===== src/rtl/alu_pkg.sv =====
// Shared op codes, ALU function codes and sequencer state encoding
// for the ALU operation sequencer.
package alu_pkg;

  localparam logic [3:0] OP_ADD  = 4'd0;
  localparam logic [3:0] OP_SUB  = 4'd1;
  localparam logic [3:0] OP_AND  = 4'd2;
  localparam logic [3:0] OP_OR   = 4'd3;
  localparam logic [3:0] OP_XOR  = 4'd4;
  localparam logic [3:0] OP_NOT  = 4'd5;
  localparam logic [3:0] OP_SLA  = 4'd6;
  localparam logic [3:0] OP_SRL  = 4'd7;
  localparam logic [3:0] OP_SRA  = 4'd8;
  localparam logic [3:0] OP_SELB = 4'd9;
  localparam logic [3:0] OP_MUL  = 4'd10;
  localparam logic [3:0] OP_SHLV = 4'd11;
  localparam logic [3:0] OP_SHRV = 4'd12;

  // ALU function codes coincide with the pass-through op codes
  localparam logic [3:0] FN_ADD  = OP_ADD;
  localparam logic [3:0] FN_SLA  = OP_SLA;
  localparam logic [3:0] FN_SRL  = OP_SRL;
  localparam logic [3:0] FN_SELB = OP_SELB;

  typedef enum logic [2:0] {
    ST_IDLE,
    ST_EXEC,
    ST_MUL,
    ST_SHIFT,
    ST_RESP
  } state_e;

  function automatic int unsigned calc_s(input int unsigned n);
    return $clog2(n);
  endfunction

  function automatic logic op_illegal(input logic [3:0] op);
    return op > OP_SHRV;
  endfunction

endpackage


===== src/rtl/seq_iter_cnt.sv =====
// Loadable down-counter pacing the multi-cycle MUL and SHIFT iterations;
// last_o flags the final iteration.
module seq_iter_cnt #(
  parameter int unsigned W = 4
) (
  input  logic         clk,
  input  logic         rst,
  input  logic         load_i,
  input  logic [W-1:0] load_val_i,
  input  logic         en_i,
  output logic         last_o
);

  logic [W-1:0] cnt_q, cnt_d;

  always_comb begin
    cnt_d = cnt_q;
    if (load_i) begin
      cnt_d = load_val_i;
    end else if (en_i && (cnt_q != '0)) begin
      cnt_d = cnt_q - W'(1);
    end
  end

  always_ff @(posedge clk or posedge rst) begin
    if (rst) begin
      cnt_q <= '0;
    end else begin
      cnt_q <= cnt_d;
    end
  end

  assign last_o = (cnt_q == W'(1));

endmodule


===== src/rtl/alu_seq_ctrl.sv =====
// Operation sequencer in front of a single-cycle ALU: single-cycle ops in one
// pass, MUL by shift-and-add and variable shifts by repeated 1-bit shifts.
module alu_seq_ctrl
  import alu_pkg::*;
#(
  parameter int unsigned N = 8
) (
  input  logic         clk,
  input  logic         rst,
  input  logic         req_valid,
  output logic         req_ready,
  input  logic [3:0]   req_op,
  input  logic [N-1:0] req_a,
  input  logic [N-1:0] req_b,
  output logic         rsp_valid,
  input  logic         rsp_ready,
  output logic [N-1:0] rsp_y,
  output logic         rsp_err,
  output logic [3:0]   alu_fn,
  output logic [N-1:0] alu_a,
  output logic [N-1:0] alu_b,
  input  logic [N-1:0] alu_y
);

  localparam int unsigned S  = calc_s(N);
  localparam int unsigned CW = S + 1;

  state_e       state_q, state_d;
  logic [3:0]   op_q, op_d;
  // a_q holds A / multiplicand / shift work value; b_q holds B / multiplier
  logic [N-1:0] a_q, a_d, b_q, b_d, acc_q, acc_d;
  logic [N-1:0] rsp_y_q, rsp_y_d;
  logic         rsp_err_q, rsp_err_d, rsp_valid_q, rsp_valid_d;
  logic         xfer, cnt_last, amt_zero;
  logic [CW-1:0] cnt_load_val;

  assign xfer     = req_valid && req_ready;
  assign amt_zero = (b_q[S-1:0] == '0);

  always_comb begin
    if (req_op == OP_MUL) begin
      cnt_load_val = CW'(N);
    end else if (req_b[S-1:0] == '0) begin
      cnt_load_val = CW'(1);
    end else begin
      cnt_load_val = {1'b0, req_b[S-1:0]};
    end
  end

  seq_iter_cnt #(.W(CW)) u_cnt (
    .clk        (clk),
    .rst        (rst),
    .load_i     (xfer),
    .load_val_i (cnt_load_val),
    .en_i       ((state_q == ST_MUL) || (state_q == ST_SHIFT)),
    .last_o     (cnt_last)
  );

  always_ff @(posedge clk or posedge rst) begin
    if (rst) begin
      state_q <= ST_IDLE;
    end else begin
      state_q <= state_d;
    end
  end

  always_comb begin
    state_d = state_q;
    case (state_q)
      ST_IDLE: begin
        if (xfer) begin
          if (req_op == OP_MUL) begin
            state_d = ST_MUL;
          end else if ((req_op == OP_SHLV) || (req_op == OP_SHRV)) begin
            state_d = ST_SHIFT;
          end else begin
            state_d = ST_EXEC;
          end
        end
      end
      ST_EXEC:  state_d = ST_RESP;
      ST_MUL:   if (cnt_last) state_d = ST_RESP;
      ST_SHIFT: if (cnt_last) state_d = ST_RESP;
      ST_RESP:  if (rsp_ready) state_d = ST_IDLE;
      default:  state_d = ST_IDLE;
    endcase
  end

  always_comb begin
    req_ready = (state_q == ST_IDLE);
    alu_fn    = FN_SELB;
    alu_a     = '0;
    alu_b     = '0;
    case (state_q)
      ST_EXEC: begin
        if (!op_illegal(op_q)) begin
          alu_fn = op_q;
          alu_a  = a_q;
          alu_b  = b_q;
        end
      end
      ST_MUL: begin
        alu_fn = FN_ADD;
        alu_a  = acc_q;
        alu_b  = b_q[0] ? a_q : '0;
      end
      ST_SHIFT: begin
        if (amt_zero) begin
          alu_b = a_q;
        end else begin
          alu_fn = (op_q == OP_SHLV) ? FN_SLA : FN_SRL;
          alu_a  = a_q;
        end
      end
      default: ;
    endcase
  end

  always_comb begin
    op_d        = op_q;
    a_d         = a_q;
    b_d         = b_q;
    acc_d       = acc_q;
    rsp_y_d     = rsp_y_q;
    rsp_err_d   = rsp_err_q;
    rsp_valid_d = rsp_valid_q;
    case (state_q)
      ST_IDLE: begin
        if (xfer) begin
          op_d  = req_op;
          a_d   = req_a;
          b_d   = req_b;
          acc_d = '0;
        end
      end
      ST_EXEC: begin
        rsp_y_d     = op_illegal(op_q) ? '0 : alu_y;
        rsp_err_d   = op_illegal(op_q);
        rsp_valid_d = 1'b1;
      end
      ST_MUL: begin
        acc_d = alu_y;
        a_d   = a_q << 1;
        b_d   = b_q >> 1;
        if (cnt_last) begin
          rsp_y_d     = alu_y;
          rsp_err_d   = 1'b0;
          rsp_valid_d = 1'b1;
        end
      end
      ST_SHIFT: begin
        a_d = alu_y;
        if (cnt_last) begin
          rsp_y_d     = alu_y;
          rsp_err_d   = 1'b0;
          rsp_valid_d = 1'b1;
        end
      end
      ST_RESP: begin
        if (rsp_ready) rsp_valid_d = 1'b0;
      end
      default: ;
    endcase
  end

  always_ff @(posedge clk or posedge rst) begin
    if (rst) begin
      op_q        <= '0;
      a_q         <= '0;
      b_q         <= '0;
      acc_q       <= '0;
      rsp_y_q     <= '0;
      rsp_err_q   <= 1'b0;
      rsp_valid_q <= 1'b0;
    end else begin
      op_q        <= op_d;
      a_q         <= a_d;
      b_q         <= b_d;
      acc_q       <= acc_d;
      rsp_y_q     <= rsp_y_d;
      rsp_err_q   <= rsp_err_d;
      rsp_valid_q <= rsp_valid_d;
    end
  end

  assign rsp_valid = rsp_valid_q;
  assign rsp_y     = rsp_y_q;
  assign rsp_err   = rsp_err_q;

endmodule


===== config.mk =====
export PLATFORM = sky130hd
export DESIGN_NAME = alu_seq_ctrl
export DESIGN_NICKNAME = d
export VERILOG_FILES = /design/src/rtl/alu_pkg.sv /design/src/rtl/seq_iter_cnt.sv /design/src/rtl/alu_seq_ctrl.sv
export SDC_FILE = /design/constraint.sdc
export NUM_CORES = 1
export LEC_CHECK = 0
export CAP_MARGIN = 20
export CORE_MARGIN = 5
export CORE_UTILIZATION = 45
export DETAILED_ROUTE_END_ITERATION = 16
export HOLD_SLACK_MARGIN = 0.08
export PLACE_DENSITY = 0.77
export SLEW_MARGIN = 20
export SYNTH_ARGS = -nofsm -noshare
export SYNTH_HDL_FRONTEND = slang
export SYNTH_HIERARCHICAL = 1
export SYNTH_SLANG_ARGS = --single-unit

===== constraint.sdc =====
create_clock -name clk -period 1.9 [get_ports clk]
set_input_delay 0.19 -clock clk [delete_from_list [all_inputs] [get_ports clk]]
set_output_delay 0.19 -clock clk [all_outputs]
set_load 0.02 [all_outputs]

* Word-level counts from Yosys, hierarchy flattened
Cells that the tools add are included.
Operators by class: add/subtract/negate cells 1, magnitude comparators 1, equality and inequality tests 12, multiplexer cells 35, reductions and logical operators 20
Operators by type and width (count):
- $mux 8 | 10
- $pmux 8 s3 | 3
- $pmux 8 s2 | 3
- $mux 4 | 5
- $eq 4x4->1 const B | 4
- $mux 3 | 4
- $pmux 3 s4 | 1
- $pmux 4 s3 | 1
- $logic_not 3->1 | 3
- $reduce_and 2->1 | 4
- $eq 3x2->1 const B | 2
- $reduce_and 3->1 | 2
- $reduce_bool 2->1 | 3
- $reduce_bool 3->1 | 2
- $eq 4x1->1 const B | 1
- $gt 4x4->1 const B | 1
- $mux 1 | 4
- $mux 2 | 2
- $ne 2x1->1 const B | 2
- $reduce_bool 4->1 | 1
- $sub 4x1->4 const B | 1
- $eq 3x1->1 const B | 1
- $eq 3x3->1 const B | 1
- $pmux 1 s3 | 1
- 5 further kinds | 7
Word-level totals: flip-flop bits (word level) 45, input port bits 32, output and inout bits 31, logic and storage cells 78

* Logic depth before layout (Yosys ltp)
Gate-level depths: netlist (run 1).
word-level depth 6, gate-level depth with buffers 7, gate-level depth less buffers 6

* Cells and area by module
Netlist (run 1), hierarchy kept.
Modules (own cells, without submodules):
- alu_seq_ctrl | times used 1, cells an instance 216, area each 2249.7 µm², seq. area each 1026.0 µm²
- seq_iter_cnt | times used 1, cells an instance 30, area each 286.5 µm², seq. area each 100.1 µm²

* Worst setup path after synthesis (run 1)
OpenSTA, ideal clock, no wires.
kind reg-to-reg, from register u_cnt.cnt_q[1], to register rsp_err_q (netlist: rsp_err), library setup time 0.125 ns, data arrival time 1.748 ns, setup slack 0.027 ns, stages on the path, launching flop included 8, path buffers 1, cell sequence dfrtp_1 -> inv_1 -> ha_1 -> nor3b_1 -> mux2i_1 -> or2_2 -> buf_6 -> mux2_2
On the way: longest elaborated chain between the ends 3
Ends and longest elaborated chain:
- start: declaration | line seq_iter_cnt.sv:14 | logic [W-1:0] cnt_q, cnt_d;
- start signal: assignment | line seq_iter_cnt.sv:29 | cnt_q <= cnt_d;
- $eq 4x1->1 | line seq_iter_cnt.sv:33 | assign last_o = (cnt_q == W'(1));
- named net cnt_last | line alu_seq_ctrl.sv:34 | logic xfer, cnt_last, amt_zero;
- $ne 2x1->1 (no line)
- $reduce_and 2->1 (no line)
- end signal: assignment | line alu_seq_ctrl.sv:181 | rsp_err_q <= rsp_err_d;
- end: declaration | line alu_seq_ctrl.sv:33 | logic rsp_err_q, rsp_err_d, rsp_valid_q, rsp_valid_d;
The timed path passes the listed nets, and every way through them passes these cells. A chain may end at the register's enable or synchronous reset.

* Worst setup path after layout (run 1)
from register b_q[1], to output port alu_b[4]
On the way: longest elaborated chain between the ends 3
Ends and longest elaborated chain:
- start: declaration | line alu_seq_ctrl.sv:31 | logic [N-1:0] a_q, a_d, b_q, b_d, acc_q, acc_d;
- start signal: assignment | line alu_seq_ctrl.sv:170 | b_q <= '0;
- start signal: assignment | line alu_seq_ctrl.sv:178 | b_q <= b_d;
- $logic_not 3->1 | line alu_seq_ctrl.sv:38 | assign amt_zero = (b_q[S-1:0] == '0);
- $mux 8 | line alu_seq_ctrl.sv:108 | if (amt_zero) begin
- $pmux 8 s3 | line alu_seq_ctrl.sv:94 | case (state_q)
- end: declaration | line alu_seq_ctrl.sv:21 | output logic [N-1:0] alu_b,
No other way between the ends.

==> results of run 1 <==
[layer usage]
layer | wire, um | up-vias | global-route usage, %
met4 | 127 | 0 | 7.34
met2 | 3630 | 84 | 34.9
met5 | 0 | - | 0
met1 | 3190 | 1165 | 26.8
li1 | - | 1124 | -
met3 | 474 | 14 | 4.37
[cells in the mapped netlist, types with 4 or more instances]
cell type	count	area, um2
a21oi_1	12	60.1
a221o_1	8	80.1
a22o_1	24	210
buf_2	6	30.0
clkbuf_1	6	22.5
dfrtp_1	45	1130
inv_1	18	67.6
mux2_2	4	45.0
mux2i_1	11	110
nand2_1	6	22.5
nor2_1	21	78.8
nor2b_1	11	68.8
o21ai_0	10	50.1
o22a_1	7	61.3
o31ai_1	8	60.1
[state kept, by name, indices dropped and copies added (netlist names)]
| register | count |
|---|---|
| acc_q | 8 |
| rsp_y | 8 |
| rsp_valid | 1 |
| rsp_err | 1 |
| u_cnt/cnt_q | 4 |
| state_q | 3 |
| a_q | 8 |
| op_q | 4 |
| b_q | 8 |
[area by class of cell]
| cell class | count | area (um2) | area share, % |
|---|---|---|---|
| clock buffer | 5 | 68.8 | 1.82 |
| clock inverter | 3 | 25.0 | 0.662 |
| inverter | 18 | 67.6 | 1.79 |
| multi-input combinational | 167 | 1320 | 35.0 |
| sequential | 45 | 1130 | 29.8 |
| tap | 72 | 90.1 | 2.38 |
| timing repair buffer | 116 | 1080 | 28.5 |
[critical path: cells and delay by family, from the launching register on]
kind            cells  cell delay (ns)
flops               1             0.39
compound gates      2             0.35
buf+inv             2             0.27
simple gates        1             0.58
[logic make-up after synthesis]
kind of cell	synth area share, %
flops	44.4
fa+ha+maj	0.987
compound gates	26.7
buf+inv	6.07
simple gates	15.7
mux	6.12
[how the worst max path moves through the flow]
| stage | slack, ns | from | depth (start not counted) | end |
|---|---|---|---|---|
| 2_1_floorplan | 0.03 | u_cnt/cnt_q[1] | 7 | rsp_err |
| 3_3_place_gp | -0.19 | b_q[0] | 4 | alu_b[4] |
| 3_5_place_dp | -0.25 | b_q[0] | 4 | alu_b[1] |
| 4_1_cts | -0.19 | b_q[2] | 5 | alu_b[7] |
| 5_1_grt | -0.23 | state_q[0] | 5 | alu_b[4] |
| 6_report | -0.17 | b_q[1] | 5 | alu_b[4] |
[report_power, final]
part	switching, mW	internal (mW)	leakage, nW	total, mW
sequential	0.389	1.43	0.557	1.82
clock	0.360	0.268	0.0452	0.628
combinational	1.99	2.15	1.12	4.14
total	2.74	3.84	1.72	6.58
[stage by stage]
step / util, % / power, mW
after detailed placement: 63.3 / 5.56
after global placement: 63.3 / 5.47
after floorplan: - / 3.94
final: 68.6 / 6.58
after global routing: 68.6 / 6.98
after CTS: 66.6 / 6.35
[repair_timing]
item,CTS,global route
hold buffers,0,0
pin swaps,10,10
buffers inserted,10,4
resized for setup,112,31
setup endpoints to repair,21,40
==> summary.md, run 1 <==
| Metric | Value |
|---|---|
| Drt wl/cell | `17.4 um` |
| R2R Path End | `u_cnt/cnt_q[3]` |
| Total congestion overflow | `0` |
| DP Area | `0.00349 mm2` |
| Final non-filler cell total | `426` |
| Post-Syn Instances | `246` |
| Initial antenna violation count | `0` |
| CP Cell Sequence | `or4b_4 -> a21oi_4 -> buf_4 -> a22o_1 -> buf_6` |
| Crit-path slowest cell | `or4b_4` |
| Worst setup SP type | `register` |
| PD cells | `1740 mW/mm2` |
| Vias | `2387` |
| R2R depth | `6` |
| Global-route wire length before repair | `12.2 mm` |
| Crit Path Max Fanout | `5` |
| Worst path required time | `1.71 ns` |
| Highest clock rate | `484 MHz` |
| Share of the yosys chip area belonging to registers | `44.4%` |
| H-tree levels | `2` |
| Final TNS setup | `-1.78 ns` |
| Full die area | `0.00724 mm2` |
| Max-Cap Viols | `0` |
| YS warnings | `6` |
| Rows | `27` |
| Worst reg2reg setup slack | `0.10 ns` |
| Setup ws final | `-0.168 ns` |
| VDD IR max | `1020 uV` |
| Outcome | `complete, but fails checks` |
| N_diodes | `0` |
| Cts bufs inserted | `5` |
| Clock-pin slew on the worst setup and hold paths | `0.09 ns` |
| Clk Latency, worst-skew pair | `0.31 ns` |
| CP Capture Type | `output port` |
| Die W | `85.1 um` |
| DRT iter0 DRCs | `138` |
| Worst hold slack | `0.0909 ns` |
| CTS tree | `yes` |
| Final setup violating endpoints | `16` |
| Initial Util | `46.1%` |
| Fill cells | `421` |
| Core Region | `0.00551 mm2` |
| Skew final | `0.00827 ns` |
| Failing checks | `negative setup slack` |
| Post-synth EDFFs | `0` |
| Final instance area | `0.00378 mm2` |
| Largest net degree at the start of global routing | `42` |
| Root buf cell | `clkbuf_8` |
| Clock Sinks | `45` |
| Seq cells post-synth | `45` |
| Most frequent cells in the layout | `50 x buf_4, 45 x dfrtp_1, 41 x clkdlybuf4s50_1, 24 x a22o_1, 24 x buf_6` |
| Vias per cell | `5.60` |
| IO Pins | `63` |
| Height of the chip | `85.1 um` |
| TritonRoute pass-1 iters | `4` |
| Critical path data arrival time | `1.88 ns` |
| CP max stage delay | `0.58 ns` |
| DRC errors left | `0` |
| IO Port Bufs | `62` |
| Nets | `387` |
| Syn nets | `280` |
| Setup Crit Path Kind | `register to output port` |
| Slew Viols, Final | `0` |
| Main flop type after synthesis | `dfrtp_1` |
| Syn_area_per_cell | `10.3 um2` |
| Total GRT Usage | `20.9%` |
| Slew headroom | `65.2%` |
| RD Place Congestion | `0.844` |
| Async SR Flop Fraction | `100%` |
| Min-Delay Path Class | `input pin to async pin` |
| Layout area overhead | `48.9%` |
| Fin crit period | `2.07 ns` |
| Cell area after synthesis | `0.00254 mm2` |
| Final Hold Violating Endpoints | `0` |
| Place WS | `-0.252 ns` |
| Leading cell type in the layout, fill and taps excluded | `buf_4` |
| DRT antenna net count | `0` |
| Placed insts | `406` |
| Clock buffer depth | `2` |
| R2R Path Start | `state_q[2]` |
| RSZ-0062 raised after global routing | `yes` |
| Post-Route WL | `7.42 mm` |
| Layout cells sized above 1 | `30.2%` |
| Vias in the first global route | `2483` |
| Leakage | `1.72 nW` |
| Synth cell types | `49` |
| Post-DP HPWL | `5.36 mm` |
| Period utilization | `109%` |
| Worst slew pin tran | `0.522 ns` |
No activity file was read; power rests on OpenSTA's default activity.
==> inputs of run 2 (changes only) <==
--- a/config.mk
+++ b/config.mk
@@ -11,7 +11,7 @@
 export DETAILED_ROUTE_END_ITERATION = 16
 export HOLD_SLACK_MARGIN = 0.08
 export PLACE_DENSITY = 0.77
-export SLEW_MARGIN = 20
+export SLEW_MARGIN = 10
 export SYNTH_ARGS = -nofsm -noshare
 export SYNTH_HDL_FRONTEND = slang
 export SYNTH_HIERARCHICAL = 1
==> results of run 2 <==
No change in the layout: final DEF, timing and power equal those of run 1.
==> inputs of run 3 (changes only) <==
--- a/config.mk
+++ b/config.mk
@@ -11,7 +11,7 @@
 export DETAILED_ROUTE_END_ITERATION = 16
 export HOLD_SLACK_MARGIN = 0.08
 export PLACE_DENSITY = 0.77
-export SLEW_MARGIN = 10
+export SLEW_MARGIN = 20
 export SYNTH_ARGS = -nofsm -noshare
 export SYNTH_HDL_FRONTEND = slang
 export SYNTH_HIERARCHICAL = 1
==> results of run 3 <==
No change in the layout: final DEF, timing and power equal those of run 1.
